[config.mk]
export PLATFORM = sky130hd
export DESIGN_NAME = alu_operand_sel
export DESIGN_NICKNAME = d
export VERILOG_FILES = /design/src/rtl/alu_operand_sel.sv
export SDC_FILE = /design/constraint.sdc
export NUM_CORES = 2
export LEC_CHECK = 0
export ABC_AREA = 0
export CAP_MARGIN = 30
export CORE_AREA = 2 2 519 521
export CTS_BUF_LIST = sky130_fd_sc_hd__clkbuf_2 sky130_fd_sc_hd__clkbuf_4 sky130_fd_sc_hd__clkbuf_8
export CTS_CLUSTER_DIAMETER = 40
export CTS_CLUSTER_SIZE = 12
export DETAILED_ROUTE_END_ITERATION = 8
export DIE_AREA = 0 0 521 523
export PLACE_DENSITY_LB_ADDON = 0.05
export SKIP_CTS_REPAIR_TIMING = 1
export SYNTH_ARGS = -nofsm -noshare
export SYNTH_HDL_FRONTEND = slang
export SYNTH_SLANG_ARGS = --single-unit
export TNS_END_PERCENT = 30
[constraint.sdc]
create_clock -name clk -period 61 [get_ports clk]
set_input_delay 6.1 -clock clk [delete_from_list [all_inputs] [get_ports clk]]
set_output_delay 6.1 -clock clk [all_outputs]
set_load 0.02 [all_outputs]
[src/rtl/alu_operand_sel.sv]
// alu_operand_sel: selects X/Z field-ALU operands from NSRC sources (swap, Z constant-force) into a 2-entry FIFO.
// Latency: one cycle. A push at edge N is visible on alu_x/alu_z/out_tag after edge N. There is no bypass.
// Backpressure: req_ready depends only on registered occupancy, so it has no path from out_ready. The head holds while out_ready=0.
module alu_operand_sel #(
  parameter int WIDTH = 163,
  parameter int NSRC  = 6,
  parameter int SELW  = 4,
  parameter int TAGW  = 4
) (
  input  logic                  clk,
  input  logic                  rst,
  input  logic [NSRC*WIDTH-1:0] src_bus,
  input  logic                  req_valid,
  output logic                  req_ready,
  input  logic [SELW-1:0]       req_sel_x,
  input  logic [SELW-1:0]       req_sel_z,
  input  logic                  req_swap,
  input  logic [1:0]            req_cz,
  input  logic [TAGW-1:0]       req_tag,
  output logic                  out_valid,
  input  logic                  out_ready,
  output logic [WIDTH-1:0]      alu_x,
  output logic [WIDTH-1:0]      alu_z,
  output logic [TAGW-1:0]       out_tag,
  output logic [1:0]            occupancy,
  output logic                  sel_err,
  input  logic                  err_clr
);

  // FIFO storage. Occupancy, not the pointers, decides full/empty.
  logic [WIDTH-1:0] x_mem_q   [2];
  logic [WIDTH-1:0] z_mem_q   [2];
  logic [TAGW-1:0]  tag_mem_q [2];
  logic             wr_ptr_q, wr_ptr_d;
  logic             rd_ptr_q, rd_ptr_d;
  logic [1:0]       occ_q, occ_d;
  logic             err_q, err_d;

  logic [WIDTH-1:0] x_sel, z_sel, z_res, x_store, z_store;
  logic             x_oor, z_oor;
  logic             push, pop;
  logic             head_idx;

  // Source mux. An index with no matching source leaves the operand at zero.
  always_comb begin
    x_sel = '0;
    z_sel = '0;
    for (int i = 0; i < NSRC; i++) begin
      if (int'(req_sel_x) == i) x_sel = src_bus[i*WIDTH +: WIDTH];
      if (int'(req_sel_z) == i) z_sel = src_bus[i*WIDTH +: WIDTH];
    end
    x_oor = (int'(req_sel_x) >= NSRC);
    z_oor = (int'(req_sel_z) >= NSRC);
  end

  // Apply the Z constant-force first, then the optional swap.
  always_comb begin
    case (req_cz)
      2'b01:   z_res = '0;
      2'b10:   z_res = WIDTH'(1);
      default: z_res = z_sel;
    endcase
    if (req_swap) begin
      x_store = z_res;
      z_store = x_sel;
    end else begin
      x_store = x_sel;
      z_store = z_res;
    end
  end

  // Handshakes and next-state logic for the pointers, occupancy and sticky error.
  always_comb begin
    req_ready = !rst && (occ_q != 2'd2);
    out_valid = (occ_q != 2'd0);
    push      = req_valid && req_ready;
    pop       = out_valid && out_ready;
    wr_ptr_d  = push ? ~wr_ptr_q : wr_ptr_q;
    rd_ptr_d  = pop  ? ~rd_ptr_q : rd_ptr_q;
    occ_d     = occ_q;
    if (push && !pop)      occ_d = occ_q + 2'd1;
    else if (pop && !push) occ_d = occ_q - 2'd1;
    err_d = err_q;
    if (err_clr)                 err_d = 1'b0;
    if (push && (x_oor || z_oor)) err_d = 1'b1;
  end

  // When empty, the last popped entry sits behind the read pointer. Keep showing it.
  always_comb begin
    head_idx  = (occ_q == 2'd0) ? ~rd_ptr_q : rd_ptr_q;
    alu_x     = x_mem_q[head_idx];
    alu_z     = z_mem_q[head_idx];
    out_tag   = tag_mem_q[head_idx];
    occupancy = occ_q;
    sel_err   = err_q;
  end

  // Control state registers. Reset discards all entries at once.
  always_ff @(posedge clk or posedge rst) begin
    if (rst) begin
      wr_ptr_q <= 1'b0;
      rd_ptr_q <= 1'b0;
      occ_q    <= 2'd0;
      err_q    <= 1'b0;
    end else begin
      wr_ptr_q <= wr_ptr_d;
      rd_ptr_q <= rd_ptr_d;
      occ_q    <= occ_d;
      err_q    <= err_d;
    end
  end

  // Entry storage. It is written only on a push, and cleared on reset so the outputs read zero.
  always_ff @(posedge clk or posedge rst) begin
    if (rst) begin
      for (int i = 0; i < 2; i++) begin
        x_mem_q[i]   <= '0;
        z_mem_q[i]   <= '0;
        tag_mem_q[i] <= '0;
      end
    end else if (push) begin
      x_mem_q[wr_ptr_q]   <= x_store;
      z_mem_q[wr_ptr_q]   <= z_store;
      tag_mem_q[wr_ptr_q] <= req_tag;
    end
  end

endmodule

==> results by group <==
Run status
  – Status: finished clean

STA
  – Worst-Margin Slew: 1.261 ns
  – Period utilization: 0.2232
  – Fmax: 73.43 MHz
  – Final Hold Viols: 0
  – Unrepaired setup endpoints after global routing: false
  – Fin Clk Skew: between 0.06 and 0.07 ns
  – Relative slew slack: 0.1594
  – Setup TNS: 0 ns
  – Setup violators final: 0
  – Max Slew Vio Count: 0
  – Final min period: ~14 ns

Global routing
  – Total GRT Usage: 0.2363
  – Via count of the first global-routing pass: slightly above 50000
  – Congestion Overflow GR: 0
  – Initial antenna violation count: around 220
  – Largest net degree at the start of global routing: about 140
  – First-pass GRT wire length: 450000 um

Logic synthesis
  – Top FF cell, synth: dfrtp_1
  – Syn nets: about 6100
  – Yosys cell types: 67
  – Post-Synthesis Cells: between 5000 and 6000
  – Ys Warns: 0
  – Area of the mapped netlist: roughly 50000 sq um
  – #FFs+latches synth: about 670
  – Seq/Total Area, Yosys: 0.3299
  – Ys async rst share: 1.000
  – EDFF count, synth: 0
  – Synth Area per Inst: about 9.9 sq um

Detailed routing
  – Number of detailed-route iterations in the first pass: 6
  – DR vias: between 50000 and 60000
  – Vias per cell: 5.049
  – DR WL met3: between 20000 and 30000 um
  – Top sig layer: met5
  – WL/cell: 33.70 um
  – M1 WL: between 100000 and 150000 um
  – Post-route ant nets: 0
  – First DRT Iteration DRCs: a little over 3000
  – WL final: between 300000 and 400000 um
  – DRC Markers: 0
  – DR WL met2: around 160000 um

Setup path
  – Critical path's slowest cell: clkdlybuf4s50_1
  – Critical path fanouts, max: 2
  – Crit path cell chain: clkdlybuf4s50_1 > a21oi_1 > clkdlybuf4s50_1
  – Critical Path RT: 54.90 ns
  – Worst Setup End Kind: primary output
  – Arr. time, crit path: 7.52 ns
  – CP max stage delay: about 0.65 ns
  – Most used cell, CP: clkdlybuf4s50_1
  – Top delay family on crit path: buffers and inverters
  – Kind of critical path: in -> out
  – Worst path bufs/invs: 2
  – Critical path launch point type: input pin

Pwr
  – Worst IR Drop VDD: approximately 0.053 mV
  – Sw Ratio: 0.4025
  – Pleak: 28.96 nW
  – Power Density: around 43 nW/um^2
  – Clock share of power: 0.253
  – Net switching power: about 1.3 mW
  – Internal: between 1.5 and 2 mW
  – Sequential Power Share: 0.234
  – Part of the power in combinational logic: 0.513

Clock network
  – CTS max path bufs: 3
  – Total CTS buffers: 186
  – CTS tree: built
  – Worst-path clk slew: 0.05 ns
  – H-tree lvl count: 4
  – Clk_lat worst skew: between 0.9 and 1 ns
  – Clock root cell: clkbuf_8
  – Sink Count: 665

Die
  – Die area: approximately 270000 sq um
  – Die W: 521 um
  – Initial Util: 0.1889
  – Num rows: 190
  – Ports: 1333
  – Total core area: ~270000 sq um
  – Die Ht: 523 um

Finish
  – Most frequent cells in the layout: clkdlybuf4s50_1 (1323), mux2_2 (879), dfrtp_1 (665)
  – Nets: 7152
  – Post-Route Utilization: 0.2696
  – Share of cells above drive strength 1: 0.2311
  – Commonest non-fill, non-tap cell in the layout: clkdlybuf4s50_1
  – Area growth syn-to-layout: 42.71%
  – FILL cells: about 28000

Placed design
  – Port buffer count: 1332
  – Routability Congestion: approximately 0.81
  – Post-DP HPWL: about 240000 um

Run
  – Max cap viols: 0

Hold path
  – HP Class: reg -> reg
-- state kept, by name, summed over array words and instances, names as in the netlist --
signal     flops
x_mem_q      326
tag_mem_q      8
rd_ptr_q       1
z_mem_q      326
wr_ptr_q       1
sel_err        1
occupancy      2
-- worst reg2reg max path, stage by stage (launching register included) --
cell and delay, ns:
dfrtp_1 0.40, inv_1 0.12, o211a_1 0.30, nor2b_4 0.40, buf_4 0.63, buf_4 0.79
buf_4 0.84, mux2_2 0.44
-- synthesized netlist by cell type (56+ instances only) --
library cell / number / area, sq um
a31oi_1: 73 / 456.7
clkbuf_1: 264 / 991.0
buf_2: 219 / 1096
nor3_1: 134 / 670.6
mux2_2: 879 / 9898
nand2_1: 240 / 900.9
nand2b_1: 126 / 788.3
o22ai_1: 56 / 350.3
a21oi_1: 131 / 655.6
a22o_1: 74 / 648.1
dfrtp_1: 665 / 16640
o32ai_1: 191 / 1673
a21o_1: 99 / 743.2
mux2i_1: 452 / 4524
nor2_1: 181 / 679.4
a211oi_1: 197 / 1479
o22a_1: 64 / 560.5
o221a_1: 60 / 675.7
o21ai_0: 364 / 1822
-- metal layers --
metal,up-vias,GRT usage
met5,-,0
met4,94,0.08006
met3,576,0.07270
met2,1958,0.4027
met1,25490,0.2802
li1,22040,-
-- through the flow --
step / cell area [sq um] / setup WS [ns] / power, mW / hold WS, ns / std cells
floorplan: 50440 / 36.24 / 1.570 / 0.4331 / 5077
global placement: 66770 / 47.35 / 2.358 / 0.4474 / 9509
detailed placement: 66910 / 47.38 / 2.368 / 0.4631 / 9515
CTS: 71760 / 47.38 / 3.188 / 0.4760 / 9860
global route: 71890 / 47.29 / 3.285 / 0.4900 / 9900
finish: 71980 / 47.38 / 3.120 / 0.4724 / 9936
-- path summary, 6_finish.rpt --
check                             startpoint  depth (start not counted)      endpoint  slack (ns)
worst max-delay path                     rst                          3     req_ready       47.38
worst min-delay path            x_mem_q[279]                          2  x_mem_q[279]        0.47
worst max register to register  occupancy[1]                          7  x_mem_q[194]       56.90
worst min register to register  x_mem_q[279]                          2  x_mem_q[279]        0.47
max in group asynchronous                rst                          7   z_mem_q[14]       51.94
min in group asynchronous                rst                          2  tag_mem_q[5]        5.72
-- power by group through the flow --
stage / Sequential (mW) / Clock, mW / Combinational (mW)
final: 0.730 / 0.790 / 1.60
after global routing: 0.755 / 0.841 / 1.69
after CTS: 0.729 / 0.818 / 1.64
after detailed placement: 0.735 / 0 / 1.63
after global placement: 0.728 / 0 / 1.63
after floorplan: 0.711 / 0 / 0.858
-- cell families (layout without fill, tap and decap cells) --
logic type,after synthesis,after routing,synth area share
other cells,0,75,0
fa+ha+maj,2,2,0.0004961
xor+xnor,6,6,0.001042
mux,1337,1337,0.2873
flops,665,665,0.3299
compound gates,1669,1669,0.2466
buf+inv,579,1811,0.05284
simple gates,819,819,0.08174
-- final cells by class --
cell class,instances,area [sq um],share of cell area
Timing Repair Buffer,1445,14480,0.2012
Tap cell,3552,4444,0.06174
Clock inverter,97,1614,0.02242
Multi-Input combinational cell,3833,31280,0.4345
Antenna cell,75,187.7,0.002607
Sequential cell,665,16640,0.2312
Clock buffer,248,3238,0.04499
Inverter,21,93.84,0.001304
Note: power is estimated with default switching activity, not from simulation.
